[src/rtl/block_serial_subtractor_pkg.sv]
// Shared definitions for the block-serial subtractor: FSM encoding and
// the parameter sanity check used at elaboration.
package block_serial_subtractor_pkg;

    typedef enum logic [1:0] {
        IDLE = 2'd0,
        RUN  = 2'd1,
        DONE = 2'd2
    } state_t;

    // True when an operand of width w splits into whole m-bit blocks.
    function automatic bit width_divisible(input int unsigned w, input int unsigned m);
        return (m != 0) && ((w % m) == 0);
    endfunction

endpackage

[src/rtl/block_serial_subtractor_borrow_skip.sv]
// One M-bit subtraction slice: a + ~b + ~borrow, with the borrow bypassed
// straight through when the two operand slices are equal.
module borrow_skip_block
    import block_serial_subtractor_pkg::*;
#(
    parameter int unsigned M = 4
) (
    input  logic [M-1:0] a_blk,
    input  logic [M-1:0] b_blk,
    input  logic         borrow_in,
    output logic [M-1:0] diff_blk,
    output logic         borrow_out,
    output logic         skip
);

    logic [M:0] sum;
    logic       ripple_borrow;

    always_comb begin
        sum           = {1'b0, a_blk} + {1'b0, ~b_blk} + {{M{1'b0}}, ~borrow_in};
        ripple_borrow = ~sum[M];
        skip          = &(a_blk ^ ~b_blk);
        diff_blk      = sum[M-1:0];
        borrow_out    = skip ? borrow_in : ripple_borrow;
    end

endmodule

[src/rtl/block_serial_subtractor.sv]
// Serial subtractor processing one M-bit block per cycle, LSB block first,
// with a valid/ready handshake on operands and result.
module block_serial_subtractor
    import block_serial_subtractor_pkg::*;
#(
    parameter int unsigned W = 16,
    parameter int unsigned M = 4
) (
    input  logic                    clk,
    input  logic                    rst_n,
    input  logic                    in_valid,
    output logic                    in_ready,
    input  logic [W-1:0]            a,
    input  logic [W-1:0]            b,
    input  logic                    bin,
    output logic                    out_valid,
    input  logic                    out_ready,
    output logic [W-1:0]            diff,
    output logic                    bout,
    output logic                    ovf,
    output logic [$clog2(W/M):0]    skip_cnt
);

    localparam int unsigned NB = W / M;
    localparam int unsigned IW = (NB > 1) ? $clog2(NB) : 1;
    localparam int unsigned CW = $clog2(NB) + 1;
    localparam logic [IW-1:0] LAST_IDX = IW'(NB - 1);

    generate
        if (!width_divisible(W, M)) begin : g_param_check
            $error("block_serial_subtractor: W must be a multiple of M");
        end
    endgenerate

    state_t        state_q, state_d;
    logic [IW-1:0] idx_q, idx_d;
    logic [W-1:0]  a_q, a_d, b_q, b_d, diff_q, diff_d;
    logic          borrow_q, borrow_d, bout_q, bout_d, ovf_q, ovf_d;
    logic [CW-1:0] skip_q, skip_d;

    logic [M-1:0]  a_blk, b_blk, diff_blk;
    logic          blk_borrow, blk_skip;

    always_comb begin
        a_blk = a_q[idx_q*M +: M];
        b_blk = b_q[idx_q*M +: M];
    end

    borrow_skip_block #(.M(M)) u_blk (
        .a_blk      (a_blk),
        .b_blk      (b_blk),
        .borrow_in  (borrow_q),
        .diff_blk   (diff_blk),
        .borrow_out (blk_borrow),
        .skip       (blk_skip)
    );

    always_ff @(posedge clk or negedge rst_n) begin
        if (!rst_n) begin
            state_q <= IDLE;
        end else begin
            state_q <= state_d;
        end
    end

    always_comb begin
        state_d = state_q;
        case (state_q)
            IDLE:    if (in_valid) state_d = RUN;
            RUN:     if (idx_q == LAST_IDX) state_d = DONE;
            DONE:    if (out_ready) state_d = IDLE;
            default: state_d = IDLE;
        endcase
    end

    always_comb begin
        in_ready  = (state_q == IDLE);
        out_valid = (state_q == DONE);
    end

    always_comb begin
        a_d      = a_q;
        b_d      = b_q;
        idx_d    = idx_q;
        borrow_d = borrow_q;
        diff_d   = diff_q;
        bout_d   = bout_q;
        ovf_d    = ovf_q;
        skip_d   = skip_q;
        if (state_q == IDLE && in_valid) begin
            a_d      = a;
            b_d      = b;
            borrow_d = bin;
            idx_d    = '0;
            skip_d   = '0;
        end else if (state_q == RUN) begin
            diff_d[idx_q*M +: M] = diff_blk;
            borrow_d             = blk_borrow;
            skip_d               = skip_q + CW'(blk_skip);
            if (idx_q == LAST_IDX) begin
                // The top block's own diff bit is the sign of the result.
                idx_d  = '0;
                bout_d = blk_borrow;
                ovf_d  = (a_q[W-1] != b_q[W-1]) && (diff_blk[M-1] != a_q[W-1]);
            end else begin
                idx_d = idx_q + IW'(1);
            end
        end
    end

    always_ff @(posedge clk or negedge rst_n) begin
        if (!rst_n) begin
            a_q      <= '0;
            b_q      <= '0;
            idx_q    <= '0;
            borrow_q <= 1'b0;
            diff_q   <= '0;
            bout_q   <= 1'b0;
            ovf_q    <= 1'b0;
            skip_q   <= '0;
        end else begin
            a_q      <= a_d;
            b_q      <= b_d;
            idx_q    <= idx_d;
            borrow_q <= borrow_d;
            diff_q   <= diff_d;
            bout_q   <= bout_d;
            ovf_q    <= ovf_d;
            skip_q   <= skip_d;
        end
    end

    always_comb begin
        diff     = diff_q;
        bout     = bout_q;
        ovf      = ovf_q;
        skip_cnt = skip_q;
    end

endmodule
[config.mk]
export PLATFORM = sky130hd
export DESIGN_NAME = block_serial_subtractor
export DESIGN_NICKNAME = d
export VERILOG_FILES = /design/src/rtl/block_serial_subtractor_pkg.sv /design/src/rtl/block_serial_subtractor_borrow_skip.sv /design/src/rtl/block_serial_subtractor.sv
export SDC_FILE = /design/constraint.sdc
export NUM_CORES = 1
export LEC_CHECK = 0
export ABC_AREA = 1
export BUFFER_PORTS_ARGS = -buffer_cell sky130_fd_sc_hd__clkbuf_2
export CORE_AREA = 2 2 78 80
export CTS_BUF_LIST = sky130_fd_sc_hd__clkbuf_16
export CTS_CLUSTER_DIAMETER = 120
export DETAILED_ROUTE_END_ITERATION = 6
export DIE_AREA = 0 0 80 82
export PLACE_DENSITY = 0.78
export SETUP_SLACK_MARGIN = 0.5
export SKIP_CTS_REPAIR_TIMING = 1
export SYNTH_ARGS = -nofsm -noshare
export SYNTH_HDL_FRONTEND = slang
export SYNTH_HIERARCHICAL = 1
export SYNTH_SLANG_ARGS = --single-unit
[constraint.sdc]
create_clock -name clk -period 2.6 [get_ports clk]
set_input_delay 0.78 -clock clk [delete_from_list [all_inputs] [get_ports clk]]
set_output_delay 0.78 -clock clk [all_outputs]
set_load 0.02 [all_outputs]
==> impl_metrics.csv <==
group,metric,value,unit
timing,max_freq,452,MHz
global_route,antenna_found_initial,0,
drt,totalWireLength,7020,um
power,power_leakage,2.16,nW
drt,ant_nets,0,
timing,rsz0062_at_grt,"yes",
layout,multi_input_area,1500,um2
timing,min_period,2.21,ns
drt,dr_wl_met2,3450,um
cts,clk_pin_slew_worst_paths,0.05,ns
critical_path,required,2.83,ns
drt,vias_per_cell,5.02,
cts,cts_buffers,9,
drt,drt_iter0_drc,112,
critical_path,endpoint_kind,"flip-flop",
placement,placedCellCount,514,
global_route,grt_pass1_vias,2443,
logic_synthesis,ys_types,27,
drt,remaining_drc_errors,0,
critical_path,cpMaxStageDelayCell,"dfrtp_2",
layout,num-fill-cells,465,
critical_path,max_stage_delay,0.45,ns
logic_synthesis,synth_compound_gate_area_share,4.65,%
worst_hold_path,hp-class,"in2async",
logic_synthesis,synth_xor_area_share,0.288,%
floorplan,die_x,80,um
cts,clk_latency,0.33,ns
logic_synthesis,synth_area,3040,um2
placement,port_buffers,59,
global_route,grt-ovfl-total,0,
floorplan,die-area,6560,um2
logic_synthesis,ys_seq_area_share,47.8,%
layout,final_cell_mix,"nand2_1 (160), clkbuf_2 (59), dfrtp_1 (54)",
critical_path,path_cells,"buf_8, nor2_1, nor2_1, o21ai_0, nand2_1, inv_2, ha_1, nand2_2, inv_2, nand2_2, inv_2, ha_4, ha_4, nand3_4, nand2_2, nand2_2, nor2_1",
timing,min_period_over_period,85.2,%
outcome,status,"completed",
timing,hold_violations,0,
drt,met3WireLength,287,um
floorplan,rows,28,
critical_path,worstPathArrival,2.44,ns
floorplan,core_area,5750,um2
logic_synthesis,syn_area_per_cell,7.77,um2
logic_synthesis,synth-simple-area-share,34.2,%
timing,finalMaxSlewViolations,0,
logic_synthesis,yosysWarnings,6,
drt,avgRoutedWirePerCell,13.1,um
layout,layout_commonest_cell,"nand2_1",
cts,clk_path_buf_depth,2,
layout,fin_cells,537,
floorplan,start_util,52.9,%
drt,top_layer_used,"met4",
timing,setup_violations,0,
cts,cts_tree,"yes",
drt,vias,2695,
drt,drt-met1-wl,3130,um
layout,area_delta_synth_final,28.5,%
cts,cts_max_level,3,
critical_path,critical_path.startpoint_type,"flip-flop",
timing,fin_worst_skew,0.00482,ns
power,worst_ir_drop_vdd,0.000853,V
run,maxCapViolCount,0,
cts,cts_root_buffer,"clkbuf_16",
floorplan,chipHeight,82,um
logic_synthesis,synthAdderAreaFrac,5.85,%
critical_path,cp_common_cell,"nand2_2",
drt,first_pass_iters,4,
power,p_per_area,1610,nW/um2
timing,whs,0.445,ns
global_route,grt.total_usage,22.2,%
placement,gp_congestion,0.836,
layout,seq_area,1460,um2
logic_synthesis,synth_nets,441,
floorplan,design.portCount,60,
layout,nets,507,
logic_synthesis,ys_ff_latch,58,
critical_path,cp_max_fo,8,
timing,worstMarginPinSlew,0.605,ns
logic_synthesis,synth.area.mux_share,0,%
critical_path,rrSetupSlack,0.39,ns
logic_synthesis,synth_top_family_by_area,"simple AND/OR/NAND/NOR gates",
placement,hpwlAfterDp,4590,um
layout,antenna_cells,0,
layout,layout-drive-gt1-share,29.4,%
global_route,grt_max_degree,37,
logic_synthesis,syn_inst,391,
cts,clkSinkCount,58,
timing,setup_tns,0,ns
critical_path,path_class,"reg2reg",
global_route,grt_pass1_wl,11200,um
timing,slew_headroom,59.7,%
-- metrics by stage --
step	power (mW)	setup slack, ns	utilization (%)	cell area [um2]
final	6.30	0.385	67.9	3900
after global routing	6.80	0.267	67.9	3900
after CTS	5.68	0.246	64.6	3710
after detailed placement	4.40	0.295	59.2	3400
after global placement	4.33	0.301	59.2	3400
after floorplan	3.78	0.467	-	3080
-- cell type report --
| class | count | share of cell area [%] |
|---|---|---|
| Inverter | 35 | 3.69 |
| Sequential cell | 58 | 37.3 |
| Timing Repair Buffer | 69 | 10.2 |
| Multi-Input combinational cell | 283 | 38.3 |
| Timing Repair inverter | 1 | 0.160 |
| Clock buffer | 9 | 5.77 |
| Tap cell | 75 | 2.40 |
| Clock inverter | 7 | 2.18 |
-- per-layer routing --
layer | vias up | GRT usage (%)
met5 | - | 0
met4 | 0 | 11.5
met3 | 14 | 4.18
met2 | 70 | 34.8
met1 | 1242 | 29.6
li1 | 1369 | -
-- synthesized netlist by cell type --
| master | count | area [um2] |
|---|---|---|
| buf_6 | 1 | 11.3 |
| o21ai_2 | 1 | 8.76 |
| nor2_8 | 1 | 20.0 |
| fa_1 | 2 | 40.0 |
| xor2_1 | 1 | 8.76 |
| buf_1 | 1 | 3.75 |
| inv_4 | 1 | 6.26 |
| nand3_2 | 2 | 20.0 |
| inv_1 | 30 | 113 |
| a21oi_1 | 2 | 10.0 |
| buf_2 | 9 | 45.0 |
| nand2_2 | 1 | 6.26 |
| inv_2 | 4 | 15.0 |
| clkbuf_1 | 1 | 3.75 |
| nand3_4 | 1 | 17.5 |
| o21ai_0 | 6 | 30.0 |
| o31ai_1 | 1 | 7.51 |
| buf_4 | 3 | 22.5 |
| ha_1 | 11 | 138 |
| nand3_1 | 41 | 205 |
| o211ai_1 | 10 | 75.1 |
| nand2_4 | 1 | 11.3 |
| nand2_1 | 168 | 631 |
| nor2_2 | 3 | 18.8 |
| dfrtp_1 | 58 | 1450 |
| nor2_1 | 29 | 109 |
| o21ai_1 | 2 | 10.0 |
-- final timing paths --
path | start | end | cells after the start
hold reg to reg | a_q[4] | a_q[4] | 2
setup / recovery | idx_q[0] | skip_cnt[2] | 17
setup reg to reg | idx_q[0] | skip_cnt[2] | 17
hold / removal | rst_n | ovf | 1
max in group asynchronous | rst_n | idx_q[0] | 2
min in group clk | a_q[4] | a_q[4] | 2
-- sequential cells by signal (all words and copies together) (netlist names) --
signal	cells
bout	1
ovf	1
a_q	16
borrow_q	1
diff	16
idx_q	2
b_q	16
state_q	2
skip_cnt	3
-- logic make-up after synthesis --
kind of cell / after synthesis
xor+xnor: 1
simple gates: 247
buf+inv: 50
compound gates: 22
flops: 58
fa+ha+maj: 13
-- power breakdown --
part	leakage, nW	internal, mW	switching, mW
Clock	0.154	0.827	0.412
Combinational	1.27	1.28	2.15
Sequential	0.742	1.30	0.324
Total	2.16	3.41	2.88
-- critical path, delay by kind of cell, from the launching register on --
family | cells | cell delay [ns]
DFF | 1 | 0.45
adders and majority gates | 3 | 0.62
buffers and inverters | 4 | 0.32
AOI/OAI and AO/OA | 1 | 0.10
and+or+nand+nor | 9 | 0.61
Note: power is estimated with default switching activity, not from simulation.
